<file path="src/rtl/serial_in_fifo.sv">
// -----------------------------------------------------------------------------
// serial_in_fifo
//
// Asynchronous serial receiver feeding a show-ahead receive FIFO. The serial
// line is synchronised, framed by a start/data/[parity]/stop state machine
// sampling at mid-bit, and each good character is written into the FIFO one
// cycle after its stop bit has been sampled.
//
// Optional feature macro: SERIAL_RX_PARITY_EN
//   defined   -> a parity bit follows the data bits and is checked against
//                PARITY_ODD (0 even, 1 odd); a mismatch pulses perr on the
//                push cycle but the character is still stored.
//   undefined -> no parity bit is expected and perr is constant 0.
//
// Ports
//   m_clock    in   1          single clock, rising edge
//   p_reset    in   1          synchronous reset, active low
//   rxd        in   1          asynchronous serial line, idle high
//   port_read  in   1          pop the FIFO head (ignored when empty)
//   data       out  DATA_BITS  FIFO head, zero when empty
//   rxready    out  1          FIFO not empty
//   done       out  1          one-cycle pulse when a character is stored
//   count      out  clog2(FIFO_DEPTH+1)  FIFO occupancy
//   ferr       out  1          one-cycle pulse on a framing error
//   perr       out  1          one-cycle pulse on a parity error
//   overrun    out  1          sticky: a character was dropped (FIFO full),
//                              cleared by the next accepted pop
// -----------------------------------------------------------------------------
module serial_in_fifo #(
   parameter int DATA_BITS    = 8,
   parameter int CLKS_PER_BIT = 16,
   parameter int FIFO_DEPTH   = 16,
   parameter int PARITY_ODD   = 0
) (
   input  logic                             m_clock,
   input  logic                             p_reset,
   input  logic                             rxd,
   input  logic                             port_read,
   output logic [DATA_BITS-1:0]             data,
   output logic                             rxready,
   output logic                             done,
   output logic [$clog2(FIFO_DEPTH+1)-1:0]  count,
   output logic                             ferr,
   output logic                             perr,
   output logic                             overrun
);

   localparam int CNT_W = $clog2(CLKS_PER_BIT);
   localparam int IDX_W = $clog2(DATA_BITS);
   localparam int PTR_W = $clog2(FIFO_DEPTH);
   localparam int OCC_W = $clog2(FIFO_DEPTH + 1);

   localparam logic [CNT_W-1:0] HALF_LAST = CNT_W'(CLKS_PER_BIT / 2 - 1);
   localparam logic [CNT_W-1:0] BIT_LAST  = CNT_W'(CLKS_PER_BIT - 1);
   localparam logic [IDX_W-1:0] IDX_LAST  = IDX_W'(DATA_BITS - 1);
   localparam logic [OCC_W-1:0] OCC_FULL  = OCC_W'(FIFO_DEPTH);

   // Reject illegal configurations at elaboration time.
   if (DATA_BITS < 5 || DATA_BITS > 9 ||
       CLKS_PER_BIT < 4 || (CLKS_PER_BIT % 2) != 0 ||
       FIFO_DEPTH < 2 || (FIFO_DEPTH & (FIFO_DEPTH - 1)) != 0 ||
       PARITY_ODD < 0 || PARITY_ODD > 1) begin : g_bad_params
      $error("serial_in_fifo: illegal parameter combination");
   end

   typedef enum logic [2:0] {
      S_IDLE,
      S_START,
      S_DATA,
`ifdef SERIAL_RX_PARITY_EN
      S_PARITY,
`endif
      S_STOP,
      S_RECOVER
   } state_t;

   // ---------------------------------------------------------------- state
   logic                 sync1_q, sync1_d;
   logic                 sync2_q, sync2_d;
   logic                 prev_q, prev_d;       // previous synchronised level
   state_t               state_q, state_d;
   logic [CNT_W-1:0]     cnt_q, cnt_d;         // cycles within current bit
   logic [IDX_W-1:0]     idx_q, idx_d;         // data bit index
   logic [DATA_BITS-1:0] shift_q, shift_d;
   logic                 push_pend_q, push_pend_d;
   logic [PTR_W-1:0]     wr_ptr_q, wr_ptr_d;
   logic [PTR_W-1:0]     rd_ptr_q, rd_ptr_d;
   logic [OCC_W-1:0]     count_q, count_d;
   logic                 done_q, done_d;
   logic                 ferr_q, ferr_d;
   logic                 overrun_q, overrun_d;
`ifdef SERIAL_RX_PARITY_EN
   logic                 perr_pend_q, perr_pend_d;
   logic                 perr_q, perr_d;
`endif

   logic [DATA_BITS-1:0] mem [FIFO_DEPTH];

   logic line_fall;
   logic pop_ok;
   logic push_ok;
   logic drop;

   // ---------------------------------------------------------------- receive FSM
   assign sync1_d   = rxd;
   assign sync2_d   = sync1_q;
   assign prev_d    = sync2_q;
   assign line_fall = prev_q & ~sync2_q;

   // NOTE: every always_comb output gets a default before the case so that no
   // path leaves it unassigned; a missing default would infer a latch.
   always_comb begin
      state_d     = state_q;
      cnt_d       = cnt_q + CNT_W'(1);
      idx_d       = idx_q;
      shift_d     = shift_q;
      push_pend_d = 1'b0;
      ferr_d      = 1'b0;
`ifdef SERIAL_RX_PARITY_EN
      perr_pend_d = perr_pend_q;
`endif
      unique case (state_q)
         S_IDLE: begin
            cnt_d = '0;
            if (line_fall) state_d = S_START;
         end
         S_START: begin
            // Mid-start check: a line back high here was only a glitch.
            if (cnt_q == HALF_LAST) begin
               cnt_d   = '0;
               idx_d   = '0;
               state_d = sync2_q ? S_IDLE : S_DATA;
            end
         end
         S_DATA: begin
            if (cnt_q == BIT_LAST) begin
               cnt_d   = '0;
               shift_d = {sync2_q, shift_q[DATA_BITS-1:1]};   // LSB first
               if (idx_q == IDX_LAST) begin
`ifdef SERIAL_RX_PARITY_EN
                  state_d = S_PARITY;
`else
                  state_d = S_STOP;
`endif
               end else begin
                  idx_d = idx_q + IDX_W'(1);
               end
            end
         end
`ifdef SERIAL_RX_PARITY_EN
         S_PARITY: begin
            if (cnt_q == BIT_LAST) begin
               cnt_d = '0;
               // XOR over data+parity is 1 when the total count of ones is odd.
               perr_pend_d = ((^shift_q) ^ sync2_q) != 1'(PARITY_ODD);
               state_d     = S_STOP;
            end
         end
`endif
         S_STOP: begin
            if (cnt_q == BIT_LAST) begin
               cnt_d = '0;
               if (sync2_q) begin
                  push_pend_d = 1'b1;
                  state_d     = S_IDLE;
               end else begin
                  ferr_d  = 1'b1;
                  state_d = S_RECOVER;
               end
            end
         end
         S_RECOVER: begin
            // Stay deaf to falling edges until the line has returned high.
            cnt_d = '0;
            if (sync2_q) state_d = S_IDLE;
         end
         default: begin
            cnt_d   = '0;
            state_d = S_IDLE;
         end
      endcase
   end

   // ---------------------------------------------------------------- FIFO control
   // A pop on an empty FIFO is ignored; a push into a full FIFO succeeds only
   // when a pop frees the head slot on the same edge.
   always_comb begin
      pop_ok    = port_read && (count_q != '0);
      push_ok   = push_pend_q && ((count_q != OCC_FULL) || pop_ok);
      drop      = push_pend_q && !push_ok;
      wr_ptr_d  = wr_ptr_q + PTR_W'(push_ok);
      rd_ptr_d  = rd_ptr_q + PTR_W'(pop_ok);
      count_d   = count_q + OCC_W'(push_ok) - OCC_W'(pop_ok);
      done_d    = push_ok;
      overrun_d = overrun_q;
      if (pop_ok) overrun_d = 1'b0;
      if (drop)   overrun_d = 1'b1;
`ifdef SERIAL_RX_PARITY_EN
      perr_d    = push_pend_q && perr_pend_q;
`endif
   end

   // ---------------------------------------------------------------- registers
   // NOTE: sequential state uses non-blocking assignments only, so every flop
   // samples the pre-edge value of every other flop regardless of order.
   always_ff @(posedge m_clock) begin
      if (!p_reset) begin
         sync1_q     <= 1'b1;
         sync2_q     <= 1'b1;
         prev_q      <= 1'b1;
         state_q     <= S_IDLE;
         cnt_q       <= '0;
         idx_q       <= '0;
         shift_q     <= '0;
         push_pend_q <= 1'b0;
         wr_ptr_q    <= '0;
         rd_ptr_q    <= '0;
         count_q     <= '0;
         done_q      <= 1'b0;
         ferr_q      <= 1'b0;
         overrun_q   <= 1'b0;
`ifdef SERIAL_RX_PARITY_EN
         perr_pend_q <= 1'b0;
         perr_q      <= 1'b0;
`endif
      end else begin
         sync1_q     <= sync1_d;
         sync2_q     <= sync2_d;
         prev_q      <= prev_d;
         state_q     <= state_d;
         cnt_q       <= cnt_d;
         idx_q       <= idx_d;
         shift_q     <= shift_d;
         push_pend_q <= push_pend_d;
         wr_ptr_q    <= wr_ptr_d;
         rd_ptr_q    <= rd_ptr_d;
         count_q     <= count_d;
         done_q      <= done_d;
         ferr_q      <= ferr_d;
         overrun_q   <= overrun_d;
`ifdef SERIAL_RX_PARITY_EN
         perr_pend_q <= perr_pend_d;
         perr_q      <= perr_d;
`endif
      end
   end

   // NOTE: the storage array has no reset; occupancy and pointers are reset,
   // and data is masked to zero while empty, so stale contents never escape.
   always_ff @(posedge m_clock) begin
      if (p_reset && push_ok) mem[wr_ptr_q] <= shift_q;
   end

   // ---------------------------------------------------------------- outputs
   assign data    = (count_q == '0) ? '0 : mem[rd_ptr_q];
   assign rxready = (count_q != '0);
   assign count   = count_q;
   assign done    = done_q;
   assign ferr    = ferr_q;
   assign overrun = overrun_q;
`ifdef SERIAL_RX_PARITY_EN
   assign perr    = perr_q;
`else
   assign perr    = 1'b0;
`endif

endmodule
</file>
<file path="config.mk">
export PLATFORM = sky130hd
export DESIGN_NAME = serial_in_fifo
export DESIGN_NICKNAME = d
export VERILOG_FILES = /design/src/rtl/serial_in_fifo.sv
export SDC_FILE = /design/constraint.sdc
export NUM_CORES = 1
export LEC_CHECK = 0
export BUFFER_PORTS_ARGS = -buffer_cell sky130_fd_sc_hd__buf_2
export CAP_MARGIN = 20
export CELL_PAD_IN_SITES_DETAIL_PLACEMENT = 1
export CELL_PAD_IN_SITES_GLOBAL_PLACEMENT = 2
export CORE_UTILIZATION = 48
export CTS_BUF_LIST = sky130_fd_sc_hd__clkbuf_8
export CTS_CLUSTER_SIZE = 16
export DETAILED_ROUTE_END_ITERATION = 6
export GPL_TIMING_DRIVEN = 0
export MAX_ROUTING_LAYER = met4
export PLACE_DENSITY = 0.78
export SLEW_MARGIN = 20
export SYNTH_ARGS = -nofsm -noshare
export SYNTH_HDL_FRONTEND = slang
export SYNTH_SLANG_ARGS = --single-unit
</file>
<file path="constraint.sdc">
create_clock -name m_clock -period 3.67 [get_ports m_clock]
set_input_delay 0.734 -clock m_clock [delete_from_list [all_inputs] [get_ports m_clock]]
set_output_delay 0.734 -clock m_clock [all_outputs]
set_load 0.05 [all_outputs]
</file>
==> metrics.csv, run 1 <==
metric,value,unit
max incr delay on CP,0.48,ns
Critical Path Start,count[2]$_SDFF_PN0_,
Syn Std Cell Area,6810,µm²
period utilization,0.922,
Avg WL per Cell,21.5,µm
CP max-delay cell,or3b_2,
CTS tree,done,
DRC viols,0,
Core Region,13900,µm²
Critical Path End Type,flop,
cell area power density,636,nW/µm²
worst-case clock buffer depth,2,
antenna violations before repair,0,
post-synth top area share,0.564,
vias,3609,
"Slew Viols, Final",0,
P_leak,0.00263,µW
final worst path period need,3.38,ns
DP HPWL,9300,µm
Syn Inst Count,411,
Rows,43,
WS Path Type,flop to flop,
Post-synth EDFFs,128,
worst-path cell chain,inv_1 > ha_1 > or3b_2 > nor2_1 > clkbuf_2 > nor2_1 > ha_1 > inv_1 > ha_1 > fa_1 > a21oi_1 > nor2_1 > or3_1 > and3_1,
reg2reg setup slack,0.29,ns
Max-slew headroom,0.435,
CTS root buf,clkbuf_8,
Yosys reg bits,166,
area grow syn2layout,12.8,%
actual slew at the worst max-slew pin,0.843,ns
I/O Pins,22,
"critical path fanouts, max",10,
Worst Skew,0.00931,ns
routed wire length,13800,µm
Max IR drop VDD,402,µV
Routed Antenna Nets,0,
clock network power share,0.325,
yosys warns,0,
Fmax,0.296,GHz
Vert. Die Dim,121,µm
Logic pwr share,0.250,
status,"complete, no violations",
Max Cap Viol,0,
Power Internal,3450,µW
n_diodes,0,
H-tree Lvls,4,
HP Start,sync1_q$_SDFF_PN1_,
Num CTS Buffers,17,
GRT Util Overall,0.214,
Final GP Congestion,0.748,
unrepaired setup endpoints after global routing,no,
final setup vio count,0,
total power,4880,µW
vias per cell,5.60,
HP Class,flop to flop,
global-route wire length before repair,21700,µm
Switching Share,0.293,
"Hold Violations, Final",0,
Critical Path RT,4.02,ns
port buffer count,20,
Yosys top cell by area,edfxtp_1,
Startpoint Class,flop,
clock latency on the worst-skew pair,0.45,ns
die width,121,µm
Yosys cell types,46,
largest net degree at the start of global routing,19,
Async SR Flop Fraction,0,
Flop pwr share,0.424,
Starting Density,0.491,
Die ar.,14700,µm²
clock sink count,166,
crit path DAT,3.73,ns
total nets after synthesis,429,
post-synthesis sequential area ratio,0.676,
Post-synth top flop,edfxtp_1,
largest cells by area after synthesis,"edfxtp_1 (56%), dfxtp_1 (11%), mux4_2 (7.3%), mux4_1 (3.9%), mux2i_1 (2.6%)",
cts hold-fix bufs,0,
Post-Syn Area per Cell,16.6,µm²
clock slew at the register clock pins of the worst setup and hold paths,0.08,ns
switching power total,1430,µW
Iter 0 DRT Violations,278,
nets@finish,469,
1st-pass router iterations,4,
share of layout cells above drive strength 1,0.218,
Crit Reg-Reg Startpoint,count[2]$_SDFF_PN0_,
final setup TNS,0,ns
gr ovfl total,0,
number of global-route vias before repair,3859,
## synth_stat cells (3+ instances only)
cell / instances
and2_1: 14
edfxtp_1: 128
nor3b_1: 4
clkbuf_1: 6
xnor2_1: 4
nor2b_1: 18
nand2b_1: 7
a21boi_0: 3
xor2_1: 6
ha_1: 13
inv_1: 12
nand3_1: 7
dfxtp_1: 38
mux2i_1: 18
o21ai_0: 4
mux4_2: 22
a21oi_1: 3
nand2_1: 14
buf_2: 8
nor3_1: 6
mux4_1: 10
buf_4: 4
a211oi_1: 16
nor2_1: 19
## worst max-delay path: cells and delay by family (launching register included)
family / cells / cell delay [ns]
flip-flops: 1 / 0.34
AND/OR/NAND/NOR: 6 / 1.30
adder cells (fa/ha/maj): 4 / 1.05
buffers and inverters: 3 / 0.43
AO/OA/AOI/OAI: 1 / 0.17
## stage by stage
stage / instances / worst slack, ns / util / area [µm²] / hold WS (ns)
final: 644 / 0.287 / 0.554 / 7680 / 0.415
after global routing: 644 / 0.127 / 0.554 / 7680 / 0.441
after CTS: 644 / 0.0125 / 0.553 / 7680 / 0.418
after detailed placement: 612 / 0.0459 / 0.517 / 7180 / 0.399
after global placement: 611 / 0.113 / 0.514 / 7140 / 0.396
after floorplan: 411 / 0.274 / - / 6810 / 0.386
## placed cells by master, fill, tap and decap left out, types with 2 or more instances in the layout
master / instances
mux4_1: 10
bufinv_16: 6
xnor2_1: 4
and2_1: 14
nor3_2: 6
inv_1: 14
clkbuf_8: 22
xor2_1: 6
and3_1: 2
or3_1: 2
mux4_2: 22
nor2b_1: 18
dfxtp_1: 38
edfxtp_1: 128
ha_1: 13
clkbuf_1: 5
a21oi_1: 3
o21ai_0: 4
nor2_1: 19
nand2_1: 14
mux2i_1: 18
nor3b_1: 4
a32o_1: 2
buf_4: 5
a211oi_1: 16
or2_2: 2
buf_2: 28
nand2b_1: 7
buf_6: 2
a21boi_0: 3
nand3_1: 7
clkinv_2: 2
## worst paths after layout
path                            cells after the start                   to
worst min register to register                      1    prev_d$_SDFF_PN1_
worst max register to register                     14  count[4]$_SDFF_PN0_
worst min-delay path                                1    prev_d$_SDFF_PN1_
worst max-delay path                               14  count[4]$_SDFF_PN0_
## timing repair
action	4_1_cts	5_1_grt
endpoints found under the hold margin	0	0
gates resized for setup	0	2
endpoints found under the setup margin	0	1
setup buffers	0	0
## layer usage
metal	GRT usage	vias to the layer above	wire length, µm
met5	-	-	0
met4	0.0694	0	107
li1	-	1657	-
met2	0.348	82	7070
met3	0.0451	11	597
met1	0.270	1859	6080
## cell families after synthesis
kind of cell,after synthesis,synth area share
and+or+nand+nor,102,0.0826
AOI/OAI and AO/OA,34,0.0365
DFF,166,0.676
muxes,50,0.138
adders and majority gates,14,0.0268
other,1,0.000550
xor gates and xnor gates,10,0.0129
buffers and inverters,34,0.0270
## registers in the layout, indices dropped and copies added (netlist names)
register / count
mem: 128
wr_ptr_q: 4
idx_q: 3
prev_d: 1
prev_q: 1
push_pend_q: 1
rd_ptr_q: 4
sync1_q: 1
shift_q: 8
cnt_q: 4
count: 5
ferr: 1
state_q: 3
overrun: 1
done: 1
## layout make-up
cell class	instances	area [µm²]
flip-flops and latches	166	4600
clock inverters	10	198
inverters	12	45.0
multi-input cells	211	2060
repair buffers	21	108
fillers	1317	6200
clock buffers	22	303
well taps	180	225
plain buffers	22	140
## power by group through the flow
stage / registers [µW] / logic (µW) / clock network [µW]
final: 2070 / 1220 / 1590
after global routing: 2080 / 1310 / 1690
after CTS: 2080 / 1240 / 1620
after detailed placement: 2120 / 1240 / 0
after global placement: 2120 / 1210 / 0
after floorplan: 2190 / 872 / 0
Power figures use the tool's default switching activity.
==> run 2: changes to the inputs <==
- GPL_TIMING_DRIVEN: 0 -> not set
- HOLD_SLACK_MARGIN: not set -> 0.08
==> run 2 against run 1 <==
Net effect:
- via count decreased by 3.2%
- flip-flop and latch count unchanged
- highest routed layer unchanged
- cell count decreased by 1.6%
- worst setup slack improved by 0.16 ns
- count of clock-buffer cells in the layout decreased by 5
==> metrics.csv, run 2 (synthesis gave the netlist of run 1 again) <==
metric,value,unit,change
Num CTS Buffers,17,,unchanged
Max Cap Viol,0,,unchanged
unrepaired setup endpoints after global routing,no,,unchanged
vias,3494,,"was 3,609"
GRT Util Overall,0.206,,was 0.214
Iter 0 DRT Violations,235,,was 278
area grow syn2layout,9.94,%,was 12.8%
final setup TNS,0,ns,unchanged
P_leak,0.00252,µW,was 0.00263 µW
"commonest cells after routing, fill and taps aside","edfxtp_1 (128), dfxtp_1 (38), mux4_2 (22)",,"was edfxtp_1 (128), dfxtp_1 (38), buf_2 (28)"
clock sink count,166,,unchanged
Post-CTS Resized,0,,unchanged
"commonest non-fill, non-tap cell in the layout",edfxtp_1,,unchanged
total power,4510,µW,was 4880 µW
Area after DPL,7110,µm²,was 7180 µm²
Post-Place Cells,602,,was 612
Vert. Die Dim,121,µm,unchanged
worst-case clock buffer depth,2,,unchanged
final setup vio count,0,,unchanged
Hold Path Depth,1,,unchanged
H-tree Lvls,4,,unchanged
status,"complete, no violations",,unchanged
Die ar.,14700,µm²,unchanged
crit path DAT,2.49,ns,was 3.73 ns
area of the multi-input gates,2020,µm²,was 2060 µm²
Core Region,13900,µm²,unchanged
max reg flops,128,,unchanged
Reg2Reg Depth,13,,was 14
antenna violations before repair,0,,unchanged
vias per cell,5.51,,was 5.60
largest net degree at the start of global routing,35,,was 19
routed wire length,13100,µm,"was 13,800 µm"
final worst path period need,3.23,ns,was 3.38 ns
period utilization,0.879,,was 0.922
cts hold-fix bufs,0,,unchanged
HP Class,flop to flop,,unchanged
Rows,43,,unchanged
post-route cell area,7490,µm²,was 7680 µm²
clock slew at the register clock pins of the worst setup and hold paths,0.08,ns,about the same
gr ovfl total,0,,unchanged
WS Path Type,flop to output port,,was flop to flop
Critical Path End Type,output port,,was flop
FF/Latch Area,4600,µm²,unchanged
Worst Skew,0.00787,ns,was 0.00931 ns
port buffer count,20,,unchanged
DP Worst Slack,0.647,ns,was 0.0459 ns
Post-Layout Cell Count,634,,was 644
Critical Path RT,2.94,ns,was 4.02 ns
Fmax,0.310,GHz,was 0.296 GHz
clock latency on the worst-skew pair,0.44,ns,was 0.45 ns
Routed Antenna Nets,0,,unchanged
Avg WL per Cell,20.6,µm,was 21.5 µm
global-route wire length before repair,20800,µm,"was 21,700 µm"
n_diodes,0,,unchanged
Startpoint Class,flop,,unchanged
HP Start,sync1_q$_SDFF_PN1_,,unchanged
CTS tree,done,,unchanged
postcts setup bufs,0,,unchanged
"critical path fanouts, max",34,,was 10
Final GP Congestion,0.697,,was 0.748
1st-pass router iterations,4,,unchanged
share of layout cells above drive strength 1,0.192,,was 0.218
Max-slew headroom,0.423,,was 0.435
DP HPWL,8510,µm,was 9300 µm
"Slew Viols, Final",0,,unchanged
I/O Pins,22,,unchanged
reg2reg setup slack,0.66,ns,was 0.29 ns
actual slew at the worst max-slew pin,0.862,ns,was 0.843 ns
Starting Density,0.491,,unchanged
cell area power density,602,nW/µm²,was 636 nW/µm²
RR Endpoint,count[4]$_SDFF_PN0_,,unchanged
Final WS setup,0.445,ns,was 0.287 ns
DRC viols,0,,unchanged
fill count,1305,,"was 1,317"
CTS root buf,clkbuf_8,,unchanged
largest reg by FF count,mem,,unchanged
"Hold Violations, Final",0,,unchanged
Hold Path End,prev_d$_SDFF_PN1_,,unchanged
number of global-route vias before repair,3772,,"was 3,859"
die width,121,µm,unchanged
nets@finish,459,,was 469
Max IR drop VDD,580,µV,was 402 µV
Crit Reg-Reg Startpoint,count[3]$_SDFF_PN0_,,was count[2]$_SDFF_PN0_
## run 2: cell type report
| cell class | count | share of cell area |
|---|---|---|
| multi-input cells | 211 | 0.270 |
| inverters | 12 | 0.00601 |
| repair buffers | 33 | 0.0281 |
| clock inverters | 15 | 0.0195 |
| flip-flops and latches | 166 | 0.615 |
| well taps | 180 | 0.0301 |
| clock buffers | 17 | 0.0312 |
## run 2: report_power, final
group | leakage [µW] | total [µW] | switching (µW) | internal, µW
clock network | 0.000204 | 1270 | 620 | 652
logic | 0.000825 | 1150 | 726 | 427
registers | 0.00149 | 2090 | 53.0 | 2040
total | 0.00252 | 4510 | 1400 | 3110
## run 2: worst max path at each step
stage,startpoint,endpoint,slack (ns),cells after the start
2_1_floorplan,count[3]$_SDFF_PN0_,count[4]$_SDFF_PN0_,0.27,14
3_3_place_gp,count[3]$_SDFF_PN0_,count[4]$_SDFF_PN0_,0.72,13
3_5_place_dp,count[3]$_SDFF_PN0_,count[4]$_SDFF_PN0_,0.65,13
4_1_cts,rd_ptr_q[1]$_SDFF_PN0_,data[3],0.39,6
5_1_grt,rd_ptr_q[1]$_SDFF_PN0_,data[3],0.30,6
6_report,rd_ptr_q[1]$_SDFF_PN0_,data[3],0.44,6
## run 2: critical path, stage by stage, from the launching register on
cell and delay, ns:
dfxtp_1 0.36, buf_12 0.25, mux4_2 0.53, nor2b_1 0.15
a211oi_1 0.32, a211oi_1 0.15, buf_2 0.29
## run 2: metrics by stage
step | utilization | hold WS (ns)
after floorplan | - | 0.386
after global placement | 0.512 | 0.398
after detailed placement | 0.512 | 0.396
after CTS | 0.540 | 0.416
after global routing | 0.540 | 0.429
final | 0.540 | 0.413
## run 2: layer usage
layer / global-route usage / vias up / wire [µm]
met1: 0.256 / 1784 / 5900
met2: 0.337 / 62 / 6610
met3: 0.0409 / 16 / 403
li1: - / 1632 / -
met4: 0.0718 / 0 / 167
met5: - / - / 0
